[src/rtl/regfile_arbiter_if.sv]
// Requester-side bus of the register-file arbiter: per-requester request
// vectors in, one-hot grant and read response out.
interface regfile_arbiter_if #(
    parameter int NUM_REQ  = 4,
    parameter int WIDTH    = 21,
    parameter int ADDWIDTH = 5
);
    logic [NUM_REQ-1:0]          req;
    logic [NUM_REQ-1:0]          req_we;
    logic [NUM_REQ-1:0]          req_lock;
    logic [NUM_REQ*ADDWIDTH-1:0] req_addr;
    logic [NUM_REQ*WIDTH-1:0]    req_wdata;
    logic [NUM_REQ-1:0]          gnt;
    logic [NUM_REQ-1:0]          rsp_valid;
    logic [WIDTH-1:0]            rsp_data;

    modport master (
        output req, req_we, req_lock, req_addr, req_wdata,
        input  gnt, rsp_valid, rsp_data
    );

    modport slave (
        input  req, req_we, req_lock, req_addr, req_wdata,
        output gnt, rsp_valid, rsp_data
    );
endinterface

[src/rtl/regfile_arbiter.sv]
// Round-robin arbiter sharing one single-port register file between NUM_REQ
// requesters, with an optional bounded lock for read-modify-write sequences.
module regfile_arbiter #(
    parameter int NUM_REQ  = 4,
    parameter int WIDTH    = 21,
    parameter int ADDWIDTH = 5,
    parameter int MAX_LOCK = 8
) (
    input  logic                        clk,
    input  logic                        reset,
    regfile_arbiter_if.slave            bus,
    output logic                        rf_writeEnable,
    output logic                        rf_readEnable,
    output logic [ADDWIDTH-1:0]         rf_dest,
    output logic [ADDWIDTH-1:0]         rf_source,
    output logic [WIDTH-1:0]            rf_dataIn,
    input  logic [WIDTH-1:0]            rf_dataOut,
    output logic [$clog2(NUM_REQ)-1:0]  dbg_rr_ptr,
    output logic                        dbg_locked
);
    localparam int PW = $clog2(NUM_REQ);
    localparam int CW = $clog2(MAX_LOCK + 1);

    logic [PW-1:0]      rr_ptr;
    logic               locked;
    logic [PW-1:0]      lock_owner;
    logic [CW-1:0]      lock_cnt;
    logic [NUM_REQ-1:0] rsp_valid_q;

    logic               owner_hold;
    logic               found;
    logic [PW-1:0]      sel;
    logic [PW:0]        scan;
    logic [ADDWIDTH-1:0] sel_addr;
    logic [WIDTH-1:0]   sel_wdata;
    logic               sel_we;
    logic               sel_lock;
    logic [NUM_REQ-1:0] gnt_c;

    function automatic logic [PW-1:0] next_ptr(input logic [PW-1:0] p);
        return (p == PW'(NUM_REQ - 1)) ? '0 : p + 1'b1;
    endfunction

    // Handshake: req[i] is the requester's valid, gnt[i] is the arbiter's
    // ready (combinational, same cycle); an access is accepted on any cycle
    // with req[i] && gnt[i], and the op/addr/data must be stable that cycle.
    assign owner_hold = locked && bus.req[lock_owner];

    always_comb begin
        found = 1'b0;
        sel   = '0;
        scan  = '0;
        if (owner_hold) begin
            found = 1'b1;
            sel   = lock_owner;
        end else begin
            for (int k = 0; k < NUM_REQ; k++) begin
                scan = {1'b0, rr_ptr} + (PW+1)'(k);
                if (scan >= (PW+1)'(NUM_REQ)) scan = scan - (PW+1)'(NUM_REQ);
                if (!found && bus.req[scan[PW-1:0]]) begin
                    found = 1'b1;
                    sel   = scan[PW-1:0];
                end
            end
        end
    end

    always_comb begin
        sel_addr       = '0;
        sel_wdata      = '0;
        sel_we         = 1'b0;
        sel_lock       = 1'b0;
        gnt_c          = '0;
        rf_writeEnable = 1'b0;
        rf_readEnable  = 1'b0;
        rf_dest        = '0;
        rf_source      = '0;
        rf_dataIn      = '0;
        for (int i = 0; i < NUM_REQ; i++) begin
            if (sel == PW'(i)) begin
                sel_addr  = bus.req_addr[i*ADDWIDTH +: ADDWIDTH];
                sel_wdata = bus.req_wdata[i*WIDTH +: WIDTH];
                sel_we    = bus.req_we[i];
                sel_lock  = bus.req_lock[i];
            end
        end
        if (found) begin
            gnt_c[sel] = 1'b1;
            if (sel_we) begin
                rf_writeEnable = 1'b1;
                rf_dest        = sel_addr;
                rf_dataIn      = sel_wdata;
            end else begin
                rf_readEnable  = 1'b1;
                rf_source      = sel_addr;
            end
        end
    end

    assign bus.gnt       = gnt_c;
    assign bus.rsp_valid = rsp_valid_q;
    assign bus.rsp_data  = rf_dataOut;
    assign dbg_rr_ptr    = rr_ptr;
    assign dbg_locked    = locked;

    // lock_cnt counts grants already given under the lock, so the owner's
    // MAX_LOCK-th consecutive grant is its last. When the owner drops req,
    // the release pointer applies unless the same cycle's normal grant
    // advances it further.
    always_ff @(posedge clk or negedge reset) begin
        if (!reset) begin
            rr_ptr      <= '0;
            locked      <= 1'b0;
            lock_owner  <= '0;
            lock_cnt    <= '0;
            rsp_valid_q <= '0;
        end else begin
            rsp_valid_q <= (found && !sel_we) ? gnt_c : '0;
            if (owner_hold) begin
                if (!sel_lock || lock_cnt >= CW'(MAX_LOCK - 1)) begin
                    locked   <= 1'b0;
                    lock_cnt <= '0;
                    rr_ptr   <= next_ptr(lock_owner);
                end else begin
                    lock_cnt <= lock_cnt + 1'b1;
                end
            end else begin
                if (locked) begin
                    locked   <= 1'b0;
                    lock_cnt <= '0;
                    rr_ptr   <= next_ptr(lock_owner);
                end
                if (found) begin
                    if (sel_lock) begin
                        locked     <= 1'b1;
                        lock_owner <= sel;
                        lock_cnt   <= CW'(1);
                    end else begin
                        rr_ptr     <= next_ptr(sel);
                    end
                end
            end
        end
    end
endmodule
[src/flat_wrapper.sv]
// flat-port wrapper written by rule: the top's interface ports become plain ports
module regfile_arbiter_flat 
#(
    parameter int NUM_REQ  = 4,
    parameter int WIDTH    = 21,
    parameter int ADDWIDTH = 5,
    parameter int MAX_LOCK = 8
)
  (clk, reset, rf_writeEnable, rf_readEnable, rf_dest, rf_source, rf_dataIn, rf_dataOut, dbg_rr_ptr, dbg_locked, bus_req, bus_req_we, bus_req_lock, bus_req_addr, bus_req_wdata, bus_gnt, bus_rsp_valid, bus_rsp_data);
  regfile_arbiter_if #(.NUM_REQ(NUM_REQ), .WIDTH(WIDTH), .ADDWIDTH(ADDWIDTH)) bus_i ();
  input  logic clk;
  input  logic reset;
  output logic rf_writeEnable;
  output logic rf_readEnable;
  output logic [ADDWIDTH-1:0] rf_dest;
  output logic [ADDWIDTH-1:0] rf_source;
  output logic [WIDTH-1:0] rf_dataIn;
  input  logic [WIDTH-1:0] rf_dataOut;
  output logic [$clog2(NUM_REQ)-1:0] dbg_rr_ptr;
  output logic dbg_locked;
  input wire logic [$bits(bus_i.req)-1:0] bus_req;
  input wire logic [$bits(bus_i.req_we)-1:0] bus_req_we;
  input wire logic [$bits(bus_i.req_lock)-1:0] bus_req_lock;
  input wire logic [$bits(bus_i.req_addr)-1:0] bus_req_addr;
  input wire logic [$bits(bus_i.req_wdata)-1:0] bus_req_wdata;
  output wire logic [$bits(bus_i.gnt)-1:0] bus_gnt;
  output wire logic [$bits(bus_i.rsp_valid)-1:0] bus_rsp_valid;
  output wire logic [$bits(bus_i.rsp_data)-1:0] bus_rsp_data;
  assign bus_i.req = bus_req;
  assign bus_i.req_we = bus_req_we;
  assign bus_i.req_lock = bus_req_lock;
  assign bus_i.req_addr = bus_req_addr;
  assign bus_i.req_wdata = bus_req_wdata;
  assign bus_gnt = bus_i.gnt;
  assign bus_rsp_valid = bus_i.rsp_valid;
  assign bus_rsp_data = bus_i.rsp_data;
  regfile_arbiter #(.NUM_REQ(NUM_REQ), .WIDTH(WIDTH), .ADDWIDTH(ADDWIDTH), .MAX_LOCK(MAX_LOCK)) u_core (.clk(clk), .reset(reset), .bus(bus_i), .rf_writeEnable(rf_writeEnable), .rf_readEnable(rf_readEnable), .rf_dest(rf_dest), .rf_source(rf_source), .rf_dataIn(rf_dataIn), .rf_dataOut(rf_dataOut), .dbg_rr_ptr(dbg_rr_ptr), .dbg_locked(dbg_locked));
endmodule
[config.mk]
export PLATFORM = sky130hd
export DESIGN_NAME = regfile_arbiter_flat
export DESIGN_NICKNAME = d
export VERILOG_FILES = /design/src/rtl/regfile_arbiter_if.sv /design/src/rtl/regfile_arbiter.sv /design/src/flat_wrapper.sv
export SDC_FILE = /design/constraint.sdc
export NUM_CORES = 1
export LEC_CHECK = 0
export CAP_MARGIN = 20
export CELL_PAD_IN_SITES_DETAIL_PLACEMENT = 0
export CELL_PAD_IN_SITES_GLOBAL_PLACEMENT = 1
export CORE_ASPECT_RATIO = 0.7
export CORE_MARGIN = 2
export CORE_UTILIZATION = 23
export CTS_BUF_LIST = sky130_fd_sc_hd__clkbuf_8
export CTS_CLUSTER_SIZE = 8
export DETAILED_ROUTE_END_ITERATION = 12
export PLACE_DENSITY = 0.95
export SETUP_SLACK_MARGIN = 0.02
export SLEW_MARGIN = 20
export SYNTH_ARGS = -nofsm -noshare
export SYNTH_HDL_FRONTEND = slang
export SYNTH_SLANG_ARGS = --single-unit
[constraint.sdc]
create_clock -name clk -period 6.7 [get_ports clk]
set_clock_uncertainty 0.15 [all_clocks]
set_input_delay 1.005 -clock clk [delete_from_list [all_inputs] [get_ports clk]]
set_output_delay 1.005 -clock clk [all_outputs]
set_load 0.005 [all_outputs]
---- Word-level counts from Yosys, hierarchy flattened ----
Cells that the tools add are included.
cells by class
  $add $sub $neg .......................... 10
  $lt $le $gt $ge ......................... 12
  equality and inequality tests ........... 5
  multiplexer cells ....................... 77
  bitwise logic cells ..................... 1
  reduce and logical (&&, ||, !) cells .... 14
operator list
  cell                                                                          number
  21-bit 2-to-1 mux                                                             6
  2-bit 2-to-1 mux                                                              20
  5-bit 2-to-1 mux                                                              8
  1-bit 2-to-1 mux                                                              30
  4-bit 2-to-1 mux                                                              7
  2-bit by 3-bit less-than comparator with 1-bit output, second input constant  6
  1-bit binary-select mux with 2-bit select                                     5
  3-bit >= comparator, second input constant                                    3
  2-bit by 1-bit subtractor with 2-bit output, second input constant            4
  2-bit by 2-bit adder with 3-bit output, second input constant                 2
  2-bit equality test, second input constant                                    3
  1-bit logical AND                                                             6
  1-bit logical NOT                                                             5
  2-bit by 1-bit adder with 2-bit output, second input constant                 2
  4-bit by 1-bit adder with 4-bit output, second input constant                 1
  4-bit by 3-bit >= comparator with 1-bit output, second input constant         1
  2-bit by 1-bit adder with 3-bit output, second input constant                 1
  2-bit by 3-bit >= comparator with 1-bit output, second input constant         1
  3-bit AND reduction                                                           1
  1-bit demux with 2-bit select                                                 1
  2-bit by 1-bit equality test with 1-bit output, second input constant         1
  2-bit by 1-bit >= comparator with 1-bit output, second input constant         1
  2-bit logical NOT                                                             1
  2-bit != test, second input constant                                          1
  2 further kinds                                                               2
storage, ports and cells
  register bits ........................... 13
  input port bits ......................... 139
  output and inout bits ................... 65
  word-level logic and storage cells ...... 124

---- Logic depth before layout (Yosys ltp) ----
Gate-level depths: netlist of the first run.
  depth in word-level cells ............... 29
  depth in mapped cells ................... 15
  depth with buffers taken out ............ 11

---- Least setup slack after synthesis of the first run ----
Ideal clock, no wire load.
  kind .................................... input -> output
  start point ............................. input port bus_req[0]
  end point ............................... output port rf_dataIn[11]
  arrival ................................. 3.407 ns
  data required time ...................... 5.545 ns
  path slack .............................. 2.138 ns
  stages .................................. 15
  buffers on the path ..................... 5
  cell sequence ........................... buf_2 -> mux2i_1 -> o2bb2ai_4 -> buf_4 -> a221oi_1 -> nor2_1 -> ha_1 -> buf_2 -> nor2b_1 -> a221oi_1 -> o31a_1 -> or2_1 -> buf_6 -> buf_12 -> nor2_1
on the way
  cells in the longest elaborated chain, start to end .. 23
  elaborated cells between the ends (all ways) .. 44
  those cells by class .................... eq/ne (3); mux (33); reduce/logical (8)
RTL lines
  item                                                                line                   text
  from (decl)                                                         flat_wrapper.sv:21     input wire logic [$bits(bus_i.req)-1:0] bus_req;
  1-bit binary-select mux with 2-bit select                           regfile_arbiter.sv:60  if (!found && bus.req[scan[PW-1:0]]) begin
  1-bit 2-to-1 mux (not written as such)                              regfile_arbiter.sv:60
  1-bit 2-to-1 mux                                                    regfile_arbiter.sv:60
  1-bit 2-to-1 mux                                                    regfile_arbiter.sv:53  if (owner_hold) begin
  1-bit logical NOT                                                   regfile_arbiter.sv:60
  1-bit logical AND                                                   regfile_arbiter.sv:60
  1-bit 2-to-1 mux                                                    regfile_arbiter.sv:60
  1-bit 2-to-1 mux                                                    regfile_arbiter.sv:53
  [4 not listed]                                                      --
  1-bit logical NOT                                                   regfile_arbiter.sv:60
  1-bit logical AND                                                   regfile_arbiter.sv:60
  2-bit 2-to-1 mux                                                    regfile_arbiter.sv:60
  2-bit 2-to-1 mux                                                    regfile_arbiter.sv:53
  2-bit logical NOT                                                   regfile_arbiter.sv:80  if (sel == PW'(i)) begin
  21-bit 2-to-1 mux or 1-bit 2-to-1 mux (tied branches) (4 in a row)  regfile_arbiter.sv:80
  21-bit 2-to-1 mux                                                   regfile_arbiter.sv:89  if (sel_we) begin
  21-bit 2-to-1 mux *                                                 regfile_arbiter.sv:87  if (found) begin
  to (decl)                                                           flat_wrapper.sv:17     output logic [WIDTH-1:0] rf_dataIn;
Mark *: on every way between the ends. The rest lies on a longest branch, timed or not. The select of a mux whose other input is x is not followed.

---- Worst setup path after layout of the first run ----
  start point ............................. input port bus_req[3]
  end point ............................... output port rf_dataIn[4]
The elaborated chain is that of the path after synthesis.

==> results of run 1 <==
-- registers in the layout (all words and copies together), names as in the netlist --
name	cells
u_core.lock_cnt	4
u_core.lock_owner	2
u_core.bus.rsp_valid	4
u_core.dbg_locked	1
u_core.dbg_rr_ptr	2
-- layout make-up --
cell class                 count  area, µm²  area share (%)
sequential                    13        325            8.36
clock inverter                 1       3.75          0.0965
clock buffer                   3       41.3            1.06
timing repair buffer         168       1660            42.8
inverter                       4       15.0           0.386
tap                          128        160            4.12
multi-input combinational    257       1680            43.2
-- power by group through the flow --
| stage | clock network [mW] | registers [mW] | logic (mW) |
|---|---|---|---|
| 2_1_floorplan | 0 | 0.133 | 1.04 |
| 3_3_place_gp | 0 | 0.151 | 1.60 |
| 3_5_place_dp | 0 | 0.153 | 1.63 |
| 4_1_cts | 0.0697 | 0.152 | 1.64 |
| 5_1_grt | 0.0732 | 0.157 | 1.79 |
| 6_report | 0.0690 | 0.152 | 1.63 |
-- placed cells by master (no fill, tap or decap), types with 7 or more instances in the layout --
cell type / count
a21oi_1: 30
a221oi_1: 8
and2_1: 7
and3b_1: 20
buf_4: 7
clkdlybuf4s50_1: 161
dfrtp_1: 13
mux2i_1: 29
nand2_1: 31
nor2_1: 35
nor2b_1: 16
nor3_1: 9
o21ai_0: 25
-- logic make-up after synthesis --
logic type / share of synthesized area [%]
multiplexers: 14.0
AO/OA/AOI/OAI: 22.0
buffers and inverters: 14.6
adder cells (fa/ha/maj): 3.21
AND/OR/NAND/NOR: 32.2
flip-flops: 13.9
-- Yosys cell counts, types with 3 or more instances --
cell type / n
buf_2: 5
ha_1: 6
clkbuf_1: 13
a221oi_1: 8
and3_1: 3
buf_4: 24
o21ai_0: 25
nand2b_1: 5
inv_1: 4
nand3b_1: 4
mux2i_1: 29
nor3_1: 9
and2_1: 7
nor2_1: 35
nand2_1: 31
a21oi_1: 30
and3b_1: 20
dfrtp_1: 13
nor2b_1: 16
-- per-layer routing --
layer	wire length, µm	up-vias	GRT usage [%]
met5	0	-	0
met4	81	0	2.76
met3	495	9	2.66
met2	4170	96	25.0
met1	3890	1251	18.4
li1	-	1358	-
-- stage by stage --
step | setup WS (ps) | instance area [µm²] | util [%] | total power, mW
floorplan | 2140 | 2340 | - | 1.17
global placement | 897 | 3840 | 39.2 | 1.75
detailed placement | 687 | 3840 | 39.2 | 1.78
CTS | 681 | 3890 | 39.7 | 1.86
global route | 743 | 3890 | 39.7 | 2.02
finish | 942 | 3890 | 39.7 | 1.85
-- worst max-delay path, stage by stage --
cell	delay [ps]
clkdlybuf4s50_1	590
nor2b_1	100
o21ai_1	250
nand2_1	80
a221oi_1	410
nor2_1	130
ha_2	220
nor2b_1	110
a221oi_1	80
o31a_1	300
or2_2	560
nor2_1	220
clkdlybuf4s50_1	530
-- final timing paths --
kind | startpoint | end | slack (ps) | cells past startpoint
max in group asynchronous | reset | u_core.dbg_rr_ptr[0] | 5050 | 1
worst max register to register | u_core.dbg_rr_ptr[1] | u_core.lock_owner[0] | 3000 | 11
worst min-delay path | u_core.lock_cnt[3] | u_core.lock_cnt[3] | 370 | 1
worst max-delay path | bus_req[3] | rf_dataIn[4] | 940 | 13
worst min register to register | u_core.lock_cnt[3] | u_core.lock_cnt[3] | 370 | 1
min in group asynchronous | reset | u_core.lock_owner[1] | 980 | 1
==> impl_metrics.ini, run 1 <==
[clock_tree]
cts.reportedPaths.clkPinSlew_ps = 60
cts_tree = done
htreeDepth = 1
post_cts_buffers = 0
cts-resized-gates = 0
clock_path_buffers = 2
cts_buffers = 3
clkLatencyLatePin_ps = 240
clock-root-buffer = clkbuf_8
clock_sinks = 13
hold_buffers = 0

[placed_design]
place_congestion = 0.860
dpl.cell_count = 570
numPortBuffers = 161
place_hpwl_um = 6880

[pwr]
clkPwrFrac_pct = 3.7
power_density_mw_per_mm2 = 475
p_sw_share_pct = 47.0
leakagePower_nw = 1.53
combPwrFrac_pct = 88.0
pwr-share-seq_pct = 8.3
p_sw_mw = 0.867
ir_drop_uv = 198
internal_power_mw = 0.980

[timing]
hold_violations = 0
setup_viol = 0
period_needed_ps = 5760
period_share_pct = 85.9
max_slew_margin_pct = 56.1
hold_ws_ps = 369
worst_slew_pin_slew_ps = 658
slew_viol_final = 0
max_freq_mhz = 174
rsz0062_at_grt = no
totalNegativeSetupSlack_ps = 0

[cells_and_area]
nNetsFinal = 592
stdcell_count = 574
drive_above_1_share_pct = 5.83
nFillCells = 980
syn_to_final_growth_pct = 66.3
n_antenna_cell = 0

[critical_path]
worstPathArrival_ps = 4600
cp-start-kind = input pin
required_ps = 5540
crit_type = input pin to output pin
crit_path_end_kind = output pin
path_max_fanout = 27

[grt]
grt_max_degree = 37
grt_use_total_pct = 14.2
grt_pass1_vias = 2570
grt-ovfl-total = 0
grt_pass1_wl_um = 12900
antenna_found_initial = 0

[floorplanning]
initial_core_util_pct = 23.9
dieArea_mm2 = 0.0110
fp.dieW_um = 125
rows = 30
die_h_um = 88.4
ioPinCount = 204
coreArea_mm2 = 0.00980

[run]
drv_cap = 0

[routing]
wire_per_inst_um = 15.0
via_per_inst = 4.73
first_pass_iters = 4
detail_route.wirelength_um = 8640
drt_iter0_drc = 81
drc = 0
num_vias = 2714
ant_nets = 0

[yosys]
netlist_instances = 322
async_flop_share_pct = 100
syn_area_mm2 = 0.00234
ys_seq_area_share_pct = 13.9
synth-edff-count = 0
synth_area_leaders = dfrtp_1 (14%), mux2i_1 (12%), buf_4 (7.7%)
yosysTopAreaCell = dfrtp_1
synth.net_count = 467
synth-seq-cells = 13
synth_top_area_share_pct = 13.9
post_synth.cell_area_avg_um2 = 7.27
synth_ff_type = dfrtp_1
yosys_warnings = 0
yosysUniqueCellTypes = 46

[hold_path]
hp-class = register to register

[status]
status = finished clean
(Power assumes the default switching activity.)
==> run 2: changes to the inputs <==
--- a/config.mk
+++ b/config.mk
@@ -9,7 +9,7 @@
 export CELL_PAD_IN_SITES_DETAIL_PLACEMENT = 0
 export CELL_PAD_IN_SITES_GLOBAL_PLACEMENT = 1
 export CORE_ASPECT_RATIO = 0.7
-export CORE_MARGIN = 2
+export CORE_MARGIN = 1
 export CORE_UTILIZATION = 23
 export CTS_BUF_LIST = sky130_fd_sc_hd__clkbuf_8
 export CTS_CLUSTER_SIZE = 8
==> run 2 against run 1 <==
  * Clock power down 3.2%
  * First-iteration DRC count up 23%
  * Core utilization down 0.15 points
  * Critical path depth unchanged
  * Die area down 3.8%
  * Critical path type unchanged
  * Fmax down 6.2%
  * Sequential power about the same
  * Worst setup slack worse by 380 ps
  * Largest power group unchanged
  * Wire length down 2.7%
  * Via count about the same
  * Total power down 0.95%
  * Sequential share of layout area about the same
==> impl_metrics.ini, run 2 (synthesis results as in run 1) <==
[cells_and_area]
final_core_util_pct = 39.6
stdcell_count = 572
final_common_cell = clkdlybuf4s50_1
n_antenna_cell = 0
nNetsFinal = 590
syn_to_final_growth_pct = 65.6
drive_above_1_share_pct = 5.18
design_area_mm2 = 0.00387
layout_common_cells = clkdlybuf4s50_1 (161), nor2_1 (35), nand2_1 (31), a21oi_1 (30), mux2i_1 (29)
nFillCells = 1002

[hold_path]
hp-class = register to register
worstHoldStart = u_core.lock_cnt[3]

[critical_path]
cp-start-kind = input pin
critPathBufInv = 3
cpPeakStageDelay_ps = 840
crit_path_end_kind = output pin
crit_type = input pin to output pin
worstPathArrival_ps = 4990
crit_family = buffers and inverters
crit_start = bus_req[3]
rr_startpoint = u_core.dbg_rr_ptr[1]
slowest_stage = or2_1
path_max_fanout = 27
path_cells = clkdlybuf4s50_1 > nor2b_1 > o21ai_1 > nand2_1 > a221oi_1 > nor2_1 > ha_2 > buf_4 > a221oi_1 > o31a_1 > or2_1 > nor2_1 > clkdlybuf4s50_1
required_ps = 5540

[placed_design]
place_congestion = 0.876
dpl_worst_slack_ps = 553
numPortBuffers = 161
place_hpwl_um = 6750
dpl.cell_count = 568
place_area_mm2 = 0.00383

[floorplanning]
initial_core_util_pct = 23.9
coreArea_mm2 = 0.00980
ioPinCount = 204
rows = 30
fp.dieW_um = 123
dieArea_mm2 = 0.0106
die_h_um = 86.4

[timing]
totalNegativeSetupSlack_ps = 0
max_slew_margin_pct = 28.2
period_share_pct = 91.7
worst_slack_ps = 559
rsz0062_at_grt = no
period_needed_ps = 6140
slew_viol_final = 0
hold_violations = 0
worst_slew_pin_slew_ps = 1080
max_freq_mhz = 163
setup_viol = 0
hold_ws_ps = 373

[pwr]
ir_drop_uv = 285
total_power_mw = 1.83
leakagePower_nw = 1.52
power_density_mw_per_mm2 = 472

[status]
status = finished clean

[clock_tree]
cts_tree = done
post_cts_buffers = 0
cts.reportedPaths.clkPinSlew_ps = 50
htreeDepth = 1
clock-root-buffer = clkbuf_8
clkLatencyLatePin_ps = 240
cts_buffers = 3
clock_path_buffers = 2
clock_sinks = 13
hold_buffers = 0
cts-resized-gates = 0

[routing]
detail_route.wirelength_um = 8410
first_pass_iters = 4
drc = 0
ant_nets = 0
drt_iter0_drc = 100
wire_per_inst_um = 14.7
num_vias = 2716
via_per_inst = 4.75

[grt]
grt_use_total_pct = 15.3
grt_pass1_vias = 2615
antenna_found_initial = 0
grt_pass1_wl_um = 13000
grt-ovfl-total = 0
grt_max_degree = 51

[run]
drv_cap = 0
==> run 2: cell types whose count changed in the layout (fill, tap and decap cells not counted), sizes merged <==
cell,delta
buf,-2
==> run 2: cell type report <==
| cell class | instances | area, µm² | area share [%] |
|---|---|---|---|
| repair buffers | 166 | 1650 | 42.6 |
| clock inverters | 1 | 3.75 | 0.0969 |
| clock buffers | 3 | 41.3 | 1.07 |
| flip-flops and latches | 13 | 325 | 8.40 |
| multi-input cells | 257 | 1680 | 43.4 |
| inverters | 4 | 15.0 | 0.387 |
| well taps | 128 | 160 | 4.13 |
==> run 2: report_power, final <==
part | total [mW] | internal, mW | switching (mW) | leakage [nW]
Combinational | 1.61 | 0.819 | 0.791 | 1.33
Sequential | 0.153 | 0.109 | 0.0443 | 0.165
Clock | 0.0668 | 0.0403 | 0.0265 | 0.0269
Total | 1.83 | 0.968 | 0.862 | 1.52
==> run 2: worst paths after layout <==
path / end / slack [ps] / cells past startpoint
max in group asynchronous: u_core.lock_owner[0] / 5050 / 1
max: rf_dataIn[8] / 560 / 13
min: u_core.lock_cnt[3] / 370 / 1
max reg2reg: u_core.lock_owner[0] / 2470 / 11
min reg2reg: u_core.lock_cnt[3] / 370 / 1
min in group asynchronous: u_core.lock_cnt[1] / 970 / 1
==> run 2: per-layer routing <==
metal  vias to the layer above  wire length, µm  GRT usage, %
li1                       1352                -             -
met1                      1245             3700          20.7
met2                       104             4090          25.5
met3                        15              474          1.97
met4                         0              136          3.66
met5                         -                0             0
==> run 3: changes to the inputs <==
--- a/config.mk
+++ b/config.mk
@@ -5,7 +5,7 @@
 export SDC_FILE = /design/constraint.sdc
 export NUM_CORES = 1
 export LEC_CHECK = 0
-export CAP_MARGIN = 20
+export CAP_MARGIN = 0
 export CELL_PAD_IN_SITES_DETAIL_PLACEMENT = 0
 export CELL_PAD_IN_SITES_GLOBAL_PLACEMENT = 1
 export CORE_ASPECT_RATIO = 0.7
==> results of run 3 <==
No change in the layout: final DEF, timing and power equal those of run 2.
